<file path="src/rtl/ks_16b_arbiter.sv">
// Two-requester round-robin front end sharing one 16-bit Kogge-Stone adder.
// The result is registered with a valid/ready output and per-requester delivery counters.

module ks_16b (
    input  logic [15:0] in0,
    input  logic [15:0] in1,
    output logic [16:0] out0
);
    logic [15:0] x;
    logic [15:0] g0, g1, g2, g3, g4;
    logic [15:0] p0, p1, p2, p3;

    assign x  = in0 ^ in1;
    assign g0 = in0 & in1;
    assign p0 = x;

    // Prefix levels with spans 1, 2, 4, 8; shifted-in propagate bits are identity.
    assign g1 = g0 | (p0 & {g0[14:0], 1'b0});
    assign p1 = p0 & {p0[14:0], 1'b1};
    assign g2 = g1 | (p1 & {g1[13:0], 2'b0});
    assign p2 = p1 & {p1[13:0], 2'b11};
    assign g3 = g2 | (p2 & {g2[11:0], 4'b0});
    assign p3 = p2 & {p2[11:0], 4'hf};
    assign g4 = g3 | (p3 & {g3[7:0], 8'b0});

    assign out0 = {g4[15], x ^ {g4[14:0], 1'b0}};
endmodule

module ks_16b_arbiter #(
    parameter int RR_INIT = 0
) (
    input  logic        clk,
    input  logic        rst,
    input  logic        req0_valid,
    output logic        req0_ready,
    input  logic [15:0] req0_a,
    input  logic [15:0] req0_b,
    input  logic        req1_valid,
    output logic        req1_ready,
    input  logic [15:0] req1_a,
    input  logic [15:0] req1_b,
    output logic        res_valid,
    input  logic        res_ready,
    output logic [16:0] res_sum,
    output logic        res_id,
    output logic [15:0] cnt0,
    output logic [15:0] cnt1
);
    localparam logic PTR_RST = (RR_INIT == 0);

    logic        last;
    logic        grant0;
    logic        grant1;
    logic        can_accept;
    logic        fire;
    logic [15:0] sel_a;
    logic [15:0] sel_b;
    logic [16:0] sum;

    // On contention the requester that did not win last time goes first.
    assign grant0 = req0_valid & (~req1_valid | last);
    assign grant1 = req1_valid & (~req0_valid | ~last);

    assign can_accept = ~res_valid | res_ready;
    assign req0_ready = grant0 & can_accept & ~rst;
    assign req1_ready = grant1 & can_accept & ~rst;
    assign fire       = req0_ready | req1_ready;

    assign sel_a = grant1 ? req1_a : req0_a;
    assign sel_b = grant1 ? req1_b : req0_b;

    ks_16b u_add (
        .in0  (sel_a),
        .in1  (sel_b),
        .out0 (sum)
    );

    always_ff @(posedge clk) begin
        if (rst) begin
            res_valid <= 1'b0;
            res_sum   <= '0;
            res_id    <= 1'b0;
            cnt0      <= '0;
            cnt1      <= '0;
            last      <= PTR_RST;
        end else begin
            if (res_valid && res_ready) begin
                if (res_id) cnt1 <= cnt1 + 16'd1;
                else        cnt0 <= cnt0 + 16'd1;
            end
            if (fire) begin
                res_valid <= 1'b1;
                res_sum   <= sum;
                res_id    <= req1_ready;
                last      <= req1_ready;
            end else if (res_ready) begin
                res_valid <= 1'b0;
            end
        end
    end
endmodule

</file>
<file path="config.mk">
export PLATFORM = sky130hd
export DESIGN_NAME = ks_16b_arbiter
export DESIGN_NICKNAME = d
export VERILOG_FILES = /design/src/rtl/ks_16b_arbiter.sv
export SDC_FILE = /design/constraint.sdc
export NUM_CORES = 1
export LEC_CHECK = 0
export CAP_MARGIN = 0
export CORE_UTILIZATION = 40
export DETAILED_ROUTE_END_ITERATION = 7
export PLACE_DENSITY = 0.84
export SETUP_SLACK_MARGIN = 0.2
export SLEW_MARGIN = 5
export SYNTH_ARGS = -nofsm -noshare
export SYNTH_HDL_FRONTEND = slang
export SYNTH_SLANG_ARGS = --single-unit
</file>
<file path="constraint.sdc">
create_clock -name clk -period 5.1 [get_ports clk]
set_input_delay 1.02 -clock clk [delete_from_list [all_inputs] [get_ports clk]]
set_output_delay 1.02 -clock clk [all_outputs]
set_load 0.005 [all_outputs]
</file>
# Word level (Yosys, flattened, before mapping)
# Index checks and enable logic that the tools add are counted.
[totals] memories=0 mem_bits_ro=0 latchBits=0 mem_bits_rw=0 register_bits=52
[classes] multipliers=0 order_cmp=0 bitwise=30 n_shift=0 n_addsub=2 reduce_logical=4 div_mod_pow=0 eq_ne=0 mux=4
[op_table] operator="$and A16 B16 Y16" count=8
[op_table] operator="$or A16 B16 Y16" count=4
[op_table] operator="$add A16 B1 Y16 const B" count=2
[op_table] operator="$mux W16" count=2
[op_table] operator="$xor A16 B16 Y16" count=2
[op_table] operator="$and A1 B1 Y1" count=6
[op_table] operator="$not A1 Y1" count=6
[op_table] operator="$or A1 B1 Y1" count=4
[op_table] operator="$reduce_and A2 Y1" count=2
[op_table] operator="$mux W1" count=2
[op_table] operator="$reduce_bool A2 Y1" count=1
[op_table] operator="$logic_and A1 B1 Y1" count=1

# Longest topological paths before layout
# Gate-level depths: netlist of run 1.
[depth] word_depth=14 depth_mapped=11 mapped_depth_nobuf=10

# Cells and area by module
# A second synthesis of run 1 with hierarchy kept.
[unflattened] cells_unflattened=395 hier_area_um2=3492.1
[by_module_without_submodules] mod="ks_16b_arbiter" cells_per_inst=274 area_each_um2=2616.3 n_inst=1
[by_module_without_submodules] mod="ks_16b" cells_per_inst=121 area_each_um2=875.8 n_inst=1

# Worst setup path after synthesis of run 1
# Ideal clock, no wire load.
[synth_path] path_kind="input -> register" start="input req1_valid" end="register res_sum[14]" setup_time_ns=0.062 t_arrival_ns=3.929 setup_slack_ns=1.109 stages=11 n_path_buf=1 t_required_ns=5.038 cell_sequence="a21boi_1 > buf_2 > mux2_2 > ha_1 > fa_1 > a21o_1 > a221oi_2 > o21ai_2 > mux2i_1 > or4_1 > nand3_1"
[synth_via] elab_chain_len=11
[synth_lines] item="from (decl)" line_no="38" text="input logic req1_valid,"
[synth_lines] item="$and A1 B1 Y1" line_no="62" text="assign grant1 = req1_valid & (~req0_valid | ~last);"
[synth_lines] item="$mux W16, on equally long branches" line_no="69, 70"
[synth_lines] item="$xor A16 B16 Y16 / $and A16 B16 Y16 (equally long branches)" line_no="13, 14"
[synth_lines] item="$and A16 B16 Y16, on equally long branches" line_no="18, 19"
[synth_lines] item="$or A16 B16 Y16 / $and A16 B16 Y16 (equally long branches)" line_no="18, 20"
[synth_lines] item="$and A16 B16 Y16 / $or A16 B16 Y16 (equally long branches)" line_no="20" text="assign g2 = g1 | (p1 & {g1[13:0], 2'b0});"
[synth_lines] item="$or A16 B16 Y16 / $and A16 B16 Y16 (equally long branches)" line_no="20, 22"
[synth_lines] item="$and A16 B16 Y16 / $or A16 B16 Y16 (equally long branches)" line_no="22" text="assign g3 = g2 | (p2 & {g2[11:0], 4'b0});"
[synth_lines] item="$or A16 B16 Y16 / $and A16 B16 Y16 (equally long branches)" line_no="22, 24"
[synth_lines] item="$or A16 B16 Y16" line_no="24" text="assign g4 = g3 | (p3 & {g3[7:0], 8'b0});"
[synth_lines] item="$xor A16 B16 Y16" line_no="26" text="assign out0 = {g4[15], x ^ {g4[14:0], 1'b0}};"
[synth_lines] item="to (signal assigned)" line_no="93" text="res_sum <= sum;"
[synth_lines] item="to (decl)" line_no="44" text="output logic [16:0] res_sum,"
# Several ways; a longest one is shown, not always the timed one.
# A chain may end at the register's enable or synchronous reset.

# Worst setup path in the final report of run 1
# Same ends and word-level chain as after synthesis.

==> flow_metrics.py, run 1 <==
metrics = {
    "run_status": {
        "outcome": "complete, no violations",
    },
    "detailed_routing": {
        "vias": 3067,
        "drt.antenna.violating_nets": 0,
        "routed_wirelength_um": 7927,
        "detailedRoute.firstPassIterationCount": 4,
        "post_drt_via_cell_ratio": 5.306,
        "wl_per_cell_um": 13.71,
        "first_iter_violations": 131,
        "remaining_drc_errors": 0,
    },
    "clock_network": {
        "cts_tree": "done",
        "post_cts_resized": 0,
        "ctsLongestPathBuffers": 2,
        "cts_root_buf": "sky130_fd_sc_hd__clkbuf_8",
        "cts_made_buffers": 5,
        "clock_sink_count": 52,
        "clock_insertion_delay_worst_skew_ns": 0.30,
        "clk_pin_slew_ns": 0.09,
        "cts_max_level": 2,
        "post_cts_buffers": 0,
        "cts-hold-fix-buffers": 0,
    },
    "global_route": {
        "global_route.usage.met1_pct": 23.29,
        "globalRouteTotalUtil_pct": 19.30,
        "number_of_global_route_vias_before_repair": 2990,
        "most_congested_layer_reported_by_global_routing": "met2",
        "grt-ovfl-total": 0,
        "gr-usage-met2_pct": 35.46,
        "grt_max_degree": 53,
        "grt_first_pass_wirelength_um": 13340,
        "met3_resource_use_gr_pct": 3.731,
        "number_of_antenna_violations_at_the_first_check_in_global_routing": 0,
    },
    "floorplan": {
        "die_area_um2": 8421,
        "die_width_um": 91.77,
        "core_um2": 7767,
        "fp-row-count": 32,
        "initial_util_pct": 41.49,
        "fp.dieH_um": 91.77,
        "io-pin-count": 122,
    },
    "yosys": {
        "postSynthCellCount": 359,
        "synth_top_cell_by_area": "sky130_fd_sc_hd__dfxtp_1",
        "synth_cell_types": 57,
        "avgSynthCellArea_um2": 8.978,
        "postSynth.asyncResetShare_pct": 0,
        "synth_warnings": 0,
        "synth_area_leaders": "sky130_fd_sc_hd__dfxtp_1 32%, sky130_fd_sc_hd__mux2_2 11%, sky130_fd_sc_hd__ha_1 7.0%",
        "synth_seq_cells": 52,
        "yosys.area.top_type_share_pct": 32.30,
        "synth.cell_area_um2": 3223,
        "synth.yosys.seq_area_share_pct": 32.30,
        "number_of_synthesized_flops_with_an_enable_pin": 0,
        "synth_nets": 447,
        "ys_dominant_reg_cell": "sky130_fd_sc_hd__dfxtp_1",
    },
    "layout": {
        "layout.cells.non_filler": 578,
        "fillers": 689,
        "area_occupied_by_multi_input_gates_um2": 2096,
        "syn2layout_area_growth_pct": 43.32,
        "final_nets": 563,
        "final_common_cell": "sky130_fd_sc_hd__clkdlybuf4s50_1",
        "sequential_standard_cell_area_um2": 1041,
        "antenna_cells": 0,
        "most-common-layout-cells": "120 x sky130_fd_sc_hd__clkdlybuf4s50_1, 52 x sky130_fd_sc_hd__dfxtp_1, 32 x sky130_fd_sc_hd__mux2_2, 32 x sky130_fd_sc_hd__nand2_1, 31 x sky130_fd_sc_hd__nor2_1",
        "final_layout_size_suffix_gt1_share_pct": 11.97,
    },
    "sta": {
        "max-slew-margin-rel_pct": 37.25,
        "fin_setup_tns_ns": 0,
        "timing.final.crit_share_pct": 80.81,
        "grt_setup_unrepaired": "no",
        "slew_violations": 0,
        "setup_viol": 0,
        "clock_skew_ns": 0.002723,
        "final.setup.worst_slack_ns": 0.9785,
        "report.final.hold_viol_count": 0,
        "fmax_mhz": 242.6,
        "finalCriticalPeriod_ns": 4.122,
        "tightestPinTransition_ns": 0.9411,
    },
    "power": {
        "power.ir.vdd_worst_v": 0.0001430,
        "power_leakage_nw": 1.732,
        "power_density_nw_per_um2": 232.9,
        "totalPowerFinal_mw": 1.076,
    },
    "min_path": {
        "hold_path_depth": 2,
        "timing.hold.worst.class": "reg -> reg",
        "destination_of_the_worst_hold_path": "res_sum[4]",
        "hold_start": "res_sum[4]",
    },
    "setup_path": {
        "critPathCaptureType": "flip-flop",
        "regToRegSetupSlack_ns": 1.97,
        "worst-endpoint-arrival_ns": 4.36,
        "cp_data_required_time_ns": 5.34,
        "worstSetupStartpointType": "input port",
        "crit_type": "in -> reg",
        "worst-r2r-cell-count": 10,
        "worstReg2RegEnd": "res_sum[14]",
        "r2r-start": "last",
        "critPathMaxFanout": 13,
    },
    "placement": {
        "gpl.final_weighted_congestion": 0.8349,
        "dp.final_hpwl_um": 6307,
        "preCtsSetupSlack_ns": 0.6921,
        "numPortBuffers": 121,
        "cell_total_after_placement": 570,
    },
    "job": {
        "drv.max_cap_violation_count": 0,
    },
}
==> metal layers <==
layer | vias up | wire length [um]
li1 | 1524 | -
met1 | 1448 | 3552
met2 | 87 | 3871
met3 | 8 | 398
met4 | 0 | 104
met5 | - | 0
==> worst max path at each step <==
stage / startpoint / slack [ns] / to
after floorplan: req1_valid / 1.11 / res_sum[14]
after global placement: req1_valid / 0.78 / res_sum[14]
after detailed placement: req1_valid / 0.69 / res_sum[14]
after CTS: req1_valid / 1.00 / res_sum[14]
after global routing: req1_valid / 0.87 / res_sum[14]
final: req1_valid / 0.98 / res_sum[14]
==> Yosys cell counts (3+ instances only) <==
| library cell | number |
|---|---|
| sky130_fd_sc_hd__xnor2_1 | 17 |
| sky130_fd_sc_hd__mux2i_1 | 3 |
| sky130_fd_sc_hd__clkbuf_1 | 5 |
| sky130_fd_sc_hd__o21ai_0 | 13 |
| sky130_fd_sc_hd__dfxtp_1 | 52 |
| sky130_fd_sc_hd__inv_1 | 4 |
| sky130_fd_sc_hd__or3_1 | 8 |
| sky130_fd_sc_hd__buf_2 | 6 |
| sky130_fd_sc_hd__mux2_2 | 32 |
| sky130_fd_sc_hd__nand4_1 | 8 |
| sky130_fd_sc_hd__nand2_1 | 32 |
| sky130_fd_sc_hd__a211oi_1 | 3 |
| sky130_fd_sc_hd__ha_1 | 18 |
| sky130_fd_sc_hd__o21a_1 | 5 |
| sky130_fd_sc_hd__nand3b_1 | 6 |
| sky130_fd_sc_hd__a21o_1 | 7 |
| sky130_fd_sc_hd__and3_1 | 10 |
| sky130_fd_sc_hd__nor2_1 | 31 |
| sky130_fd_sc_hd__nor3_1 | 4 |
| sky130_fd_sc_hd__xor2_1 | 15 |
| sky130_fd_sc_hd__nand3_1 | 11 |
| sky130_fd_sc_hd__a21oi_1 | 23 |
==> sequential cells by signal (all words and copies together), names as in the netlist <==
name	count
res_valid	1
cnt1	16
res_id	1
cnt0	16
last	1
res_sum	17
==> stage by stage <==
stage	utilization (%)	hold WS, ns	instance area, um2
after detailed placement	58.04	0.4456	4508
final	59.47	0.4527	4619
after floorplan	-	0.4482	3223
after global routing	59.47	0.4811	4619
after CTS	59.47	0.4576	4619
after global placement	58.04	0.4441	4508
==> kinds of logic after synthesis <==
kind of cell	synth area share (%)
AOI/OAI and AO/OA	16.30
xor gates and xnor gates	8.696
adders and majority gates	7.609
buffers and inverters	3.144
DFF	32.30
muxes	12.11
and+or+nand+nor	19.84
==> cell type report <==
| type | instances | area share, % |
|---|---|---|
| clock buffers | 6 | 1.571 |
| clock inverters | 2 | 0.8397 |
| inverters | 4 | 0.3250 |
| multi-input cells | 288 | 45.37 |
| flip-flops and latches | 52 | 22.54 |
| well taps | 102 | 2.763 |
| repair buffers | 124 | 26.60 |
==> report_power, final <==
part	leakage, nW	switching (mW)	internal [mW]
registers	0.423	0.0132	0.429
logic	1.25	0.155	0.195
clock network	0.0558	0.136	0.148
total	1.73	0.304	0.772
==> worst max-delay path: stages <==
cell and delay (ns):
sky130_fd_sc_hd__clkdlybuf4s50_1 0.55, sky130_fd_sc_hd__a21boi_4 0.31, sky130_fd_sc_hd__buf_4 0.26, sky130_fd_sc_hd__mux2_2 0.36, sky130_fd_sc_hd__ha_1 0.37, sky130_fd_sc_hd__a21o_1 0.22
sky130_fd_sc_hd__a221oi_2 0.40, sky130_fd_sc_hd__o21ai_2 0.15, sky130_fd_sc_hd__mux2i_1 0.15, sky130_fd_sc_hd__or4_1 0.48, sky130_fd_sc_hd__nand3_1 0.09
Note: power is estimated with default switching activity, not from simulation.
==> inputs of run 2 (changes only) <==
==> constraint.sdc (replaced) <==
create_clock -name clk -period 3.96 [get_ports clk]
set_input_delay 0.792 -clock clk [delete_from_list [all_inputs] [get_ports clk]]
set_output_delay 0.792 -clock clk [all_outputs]
set_load 0.005 [all_outputs]
==> run 2 against run 1 <==
Against the previous run: clock power rose by 9.9%; utilization is 2.4 points higher; non-clock buffer count up 21; cell count rose by 3.6%; final area up 4.0%; count of clock-buffer cells in the layout down 1; sequential share of layout area is 0.86 points lower; critical path type unchanged; largest cell class unchanged.
==> flow_metrics.py, run 2 (same netlist as run 1, synthesis figures left out) <==
metrics = {
    "run_status": {
        "outcome": "complete, no violations",
    },
    "power": {
        "netSwitchingFraction_pct": 30.08,
        "totalPowerFinal_mw": 1.386,
        "power_leakage_nw": 1.843,
        "power.switching_mw": 0.4170,
        "power.ir.vdd_worst_v": 0.0001529,
        "combinational_power_share_pct": 36.2,
        "clock_power_share_pct": 22.5,
        "cellInternalPower_mw": 0.9691,
        "power_density_nw_per_um2": 288.6,
        "seq_power_share_pct": 41.2,
    },
    "detailed_routing": {
        "post_drt_via_cell_ratio": 5.232,
        "detailedRoute.firstPassIterationCount": 4,
        "remaining_drc_errors": 0,
        "routed_wirelength_um": 8317,
        "vias": 3134,
        "wl_per_cell_um": 13.88,
        "first_iter_violations": 142,
        "drt.antenna.violating_nets": 0,
    },
    "sta": {
        "report.final.hold_viol_count": 0,
        "final.setup.worst_slack_ns": 0.2885,
        "finalCriticalPeriod_ns": 3.672,
        "max-slew-margin-rel_pct": 39.56,
        "clock_skew_ns": 0.01179,
        "grt_setup_unrepaired": "no",
        "slew_violations": 0,
        "timing.final.crit_share_pct": 92.71,
        "fmax_mhz": 272.4,
        "tightestPinTransition_ns": 0.9064,
        "setup_viol": 0,
    },
    "layout": {
        "syn2layout_area_growth_pct": 49.03,
        "antenna_cells": 0,
        "max_flop_register": "res_sum",
        "largest_register_ffs": 17,
        "final_layout_size_suffix_gt1_share_pct": 16.70,
        "final_nets": 584,
        "largestRegisters": "res_sum (17), cnt0 (16), cnt1 (16)",
        "final_common_cell": "sky130_fd_sc_hd__clkdlybuf4s50_1",
        "most-common-layout-cells": "120 x sky130_fd_sc_hd__clkdlybuf4s50_1, 52 x sky130_fd_sc_hd__dfxtp_1, 32 x sky130_fd_sc_hd__nand2_1",
    },
    "clock_network": {
        "cts_made_buffers": 5,
        "ctsLongestPathBuffers": 2,
        "cts_root_buf": "sky130_fd_sc_hd__clkbuf_8",
        "cts-hold-fix-buffers": 0,
        "cts_max_level": 2,
        "clock_insertion_delay_worst_skew_ns": 0.31,
        "cts_tree": "done",
        "clk_pin_slew_ns": 0.10,
        "clock_sink_count": 52,
    },
    "setup_path": {
        "crit_type": "in -> reg",
        "cpPeakStageDelay_ns": 0.49,
        "critPathCaptureType": "flip-flop",
        "worstSetupStartpointType": "input port",
        "cp_data_required_time_ns": 4.21,
        "critPathMaxFanout": 4,
        "worst-endpoint-arrival_ns": 3.92,
        "worstPathCellList": "clkdlybuf4s50_1 -> a21boi_4 -> mux2_4 -> ha_1 -> fa_2 -> a21o_1 -> a221oi_2 -> buf_4 -> o21ai_2 -> mux2i_1 -> or4_1 -> nand3_1",
        "critical_path.slowest_cell": "sky130_fd_sc_hd__clkdlybuf4s50_1",
    },
    "min_path": {
        "timing.hold.worst.class": "reg -> reg",
    },
    "global_route": {
        "number_of_antenna_violations_at_the_first_check_in_global_routing": 0,
        "grt_first_pass_wirelength_um": 13920,
        "grt_max_degree": 53,
        "number_of_global_route_vias_before_repair": 3154,
        "grt-ovfl-total": 0,
        "globalRouteTotalUtil_pct": 20.02,
    },
    "placement": {
        "preCtsSetupSlack_ns": -0.06704,
        "numPortBuffers": 121,
        "dp.final_hpwl_um": 6542,
        "gpl.final_weighted_congestion": 0.8377,
    },
    "floorplan": {
        "die_width_um": 91.77,
        "fp-row-count": 32,
        "io-pin-count": 122,
        "die_area_um2": 8421,
        "core_um2": 7767,
        "initial_util_pct": 41.49,
        "fp.dieH_um": 91.77,
    },
    "job": {
        "drv.max_cap_violation_count": 0,
    },
}
==> run 2: worst paths after layout <==
path | depth (start not counted) | slack (ns) | from | endpoint
max | 12 | 0.29 | req1_valid | res_sum[14]
min reg2reg | 2 | 0.46 | res_sum[7] | res_sum[7]
min | 2 | 0.46 | res_sum[7] | res_sum[7]
max reg2reg | 11 | 0.92 | last | res_sum[14]
==> run 2: worst max-delay path: cells and delay by family <==
kind / cells / cell delay [ns]
AO/OA/AOI/OAI: 4 / 0.86
buffers and inverters: 2 / 0.65
AND/OR/NAND/NOR: 2 / 0.56
multiplexers: 2 / 0.48
adder cells (fa/ha/maj): 2 / 0.57
==> run 2: per-stage QoR <==
step	util, %	hold WS [ns]	TNS [ns]	cell area [um2]	instances
after global placement	60.13	0.4418	0	4671	590
final	61.84	0.4569	0	4803	599
after detailed placement	60.13	0.4476	-0.09906	4671	590
after global routing	61.84	0.4979	0	4803	599
after CTS	61.31	0.4615	0	4762	598
after floorplan	-	0.4482	0	3227	359
==> run 2: timing repair <==
item / CTS / global route
resized for setup: 0 / 10
endpoints found under the hold margin: 0 / 0
setup buffers: 0 / 1
setup endpoints to repair: 0 / 2
==> run 2: power groups by stage <==
stage          registers, mW  logic (mW)  clock network, mW
2_1_floorplan          0.582       0.268                  0
3_3_place_gp           0.582       0.479                  0
3_5_place_dp           0.583       0.489                  0
4_1_cts                0.572       0.492              0.319
5_1_grt                0.575       0.546              0.343
6_report               0.571       0.502              0.312
==> run 2: cell type report <==
type | count | area, um2
Timing Repair Buffer | 145 | 1406
Clock buffer | 5 | 68.82
Tap cell | 102 | 127.6
Fill cell | 686 | 2964
Clock inverter | 3 | 22.52
Inverter | 4 | 15.01
Sequential cell | 52 | 1041
Multi-Input combinational cell | 288 | 2122
==> run 2: routing by layer <==
metal	wire length (um)	GRT usage [%]	part of all wire (%)
met3	478	3.400	5.7
met2	4260	37.91	51
met5	0	0	0
met1	3547	23.43	43
met4	30	4.297	0.36
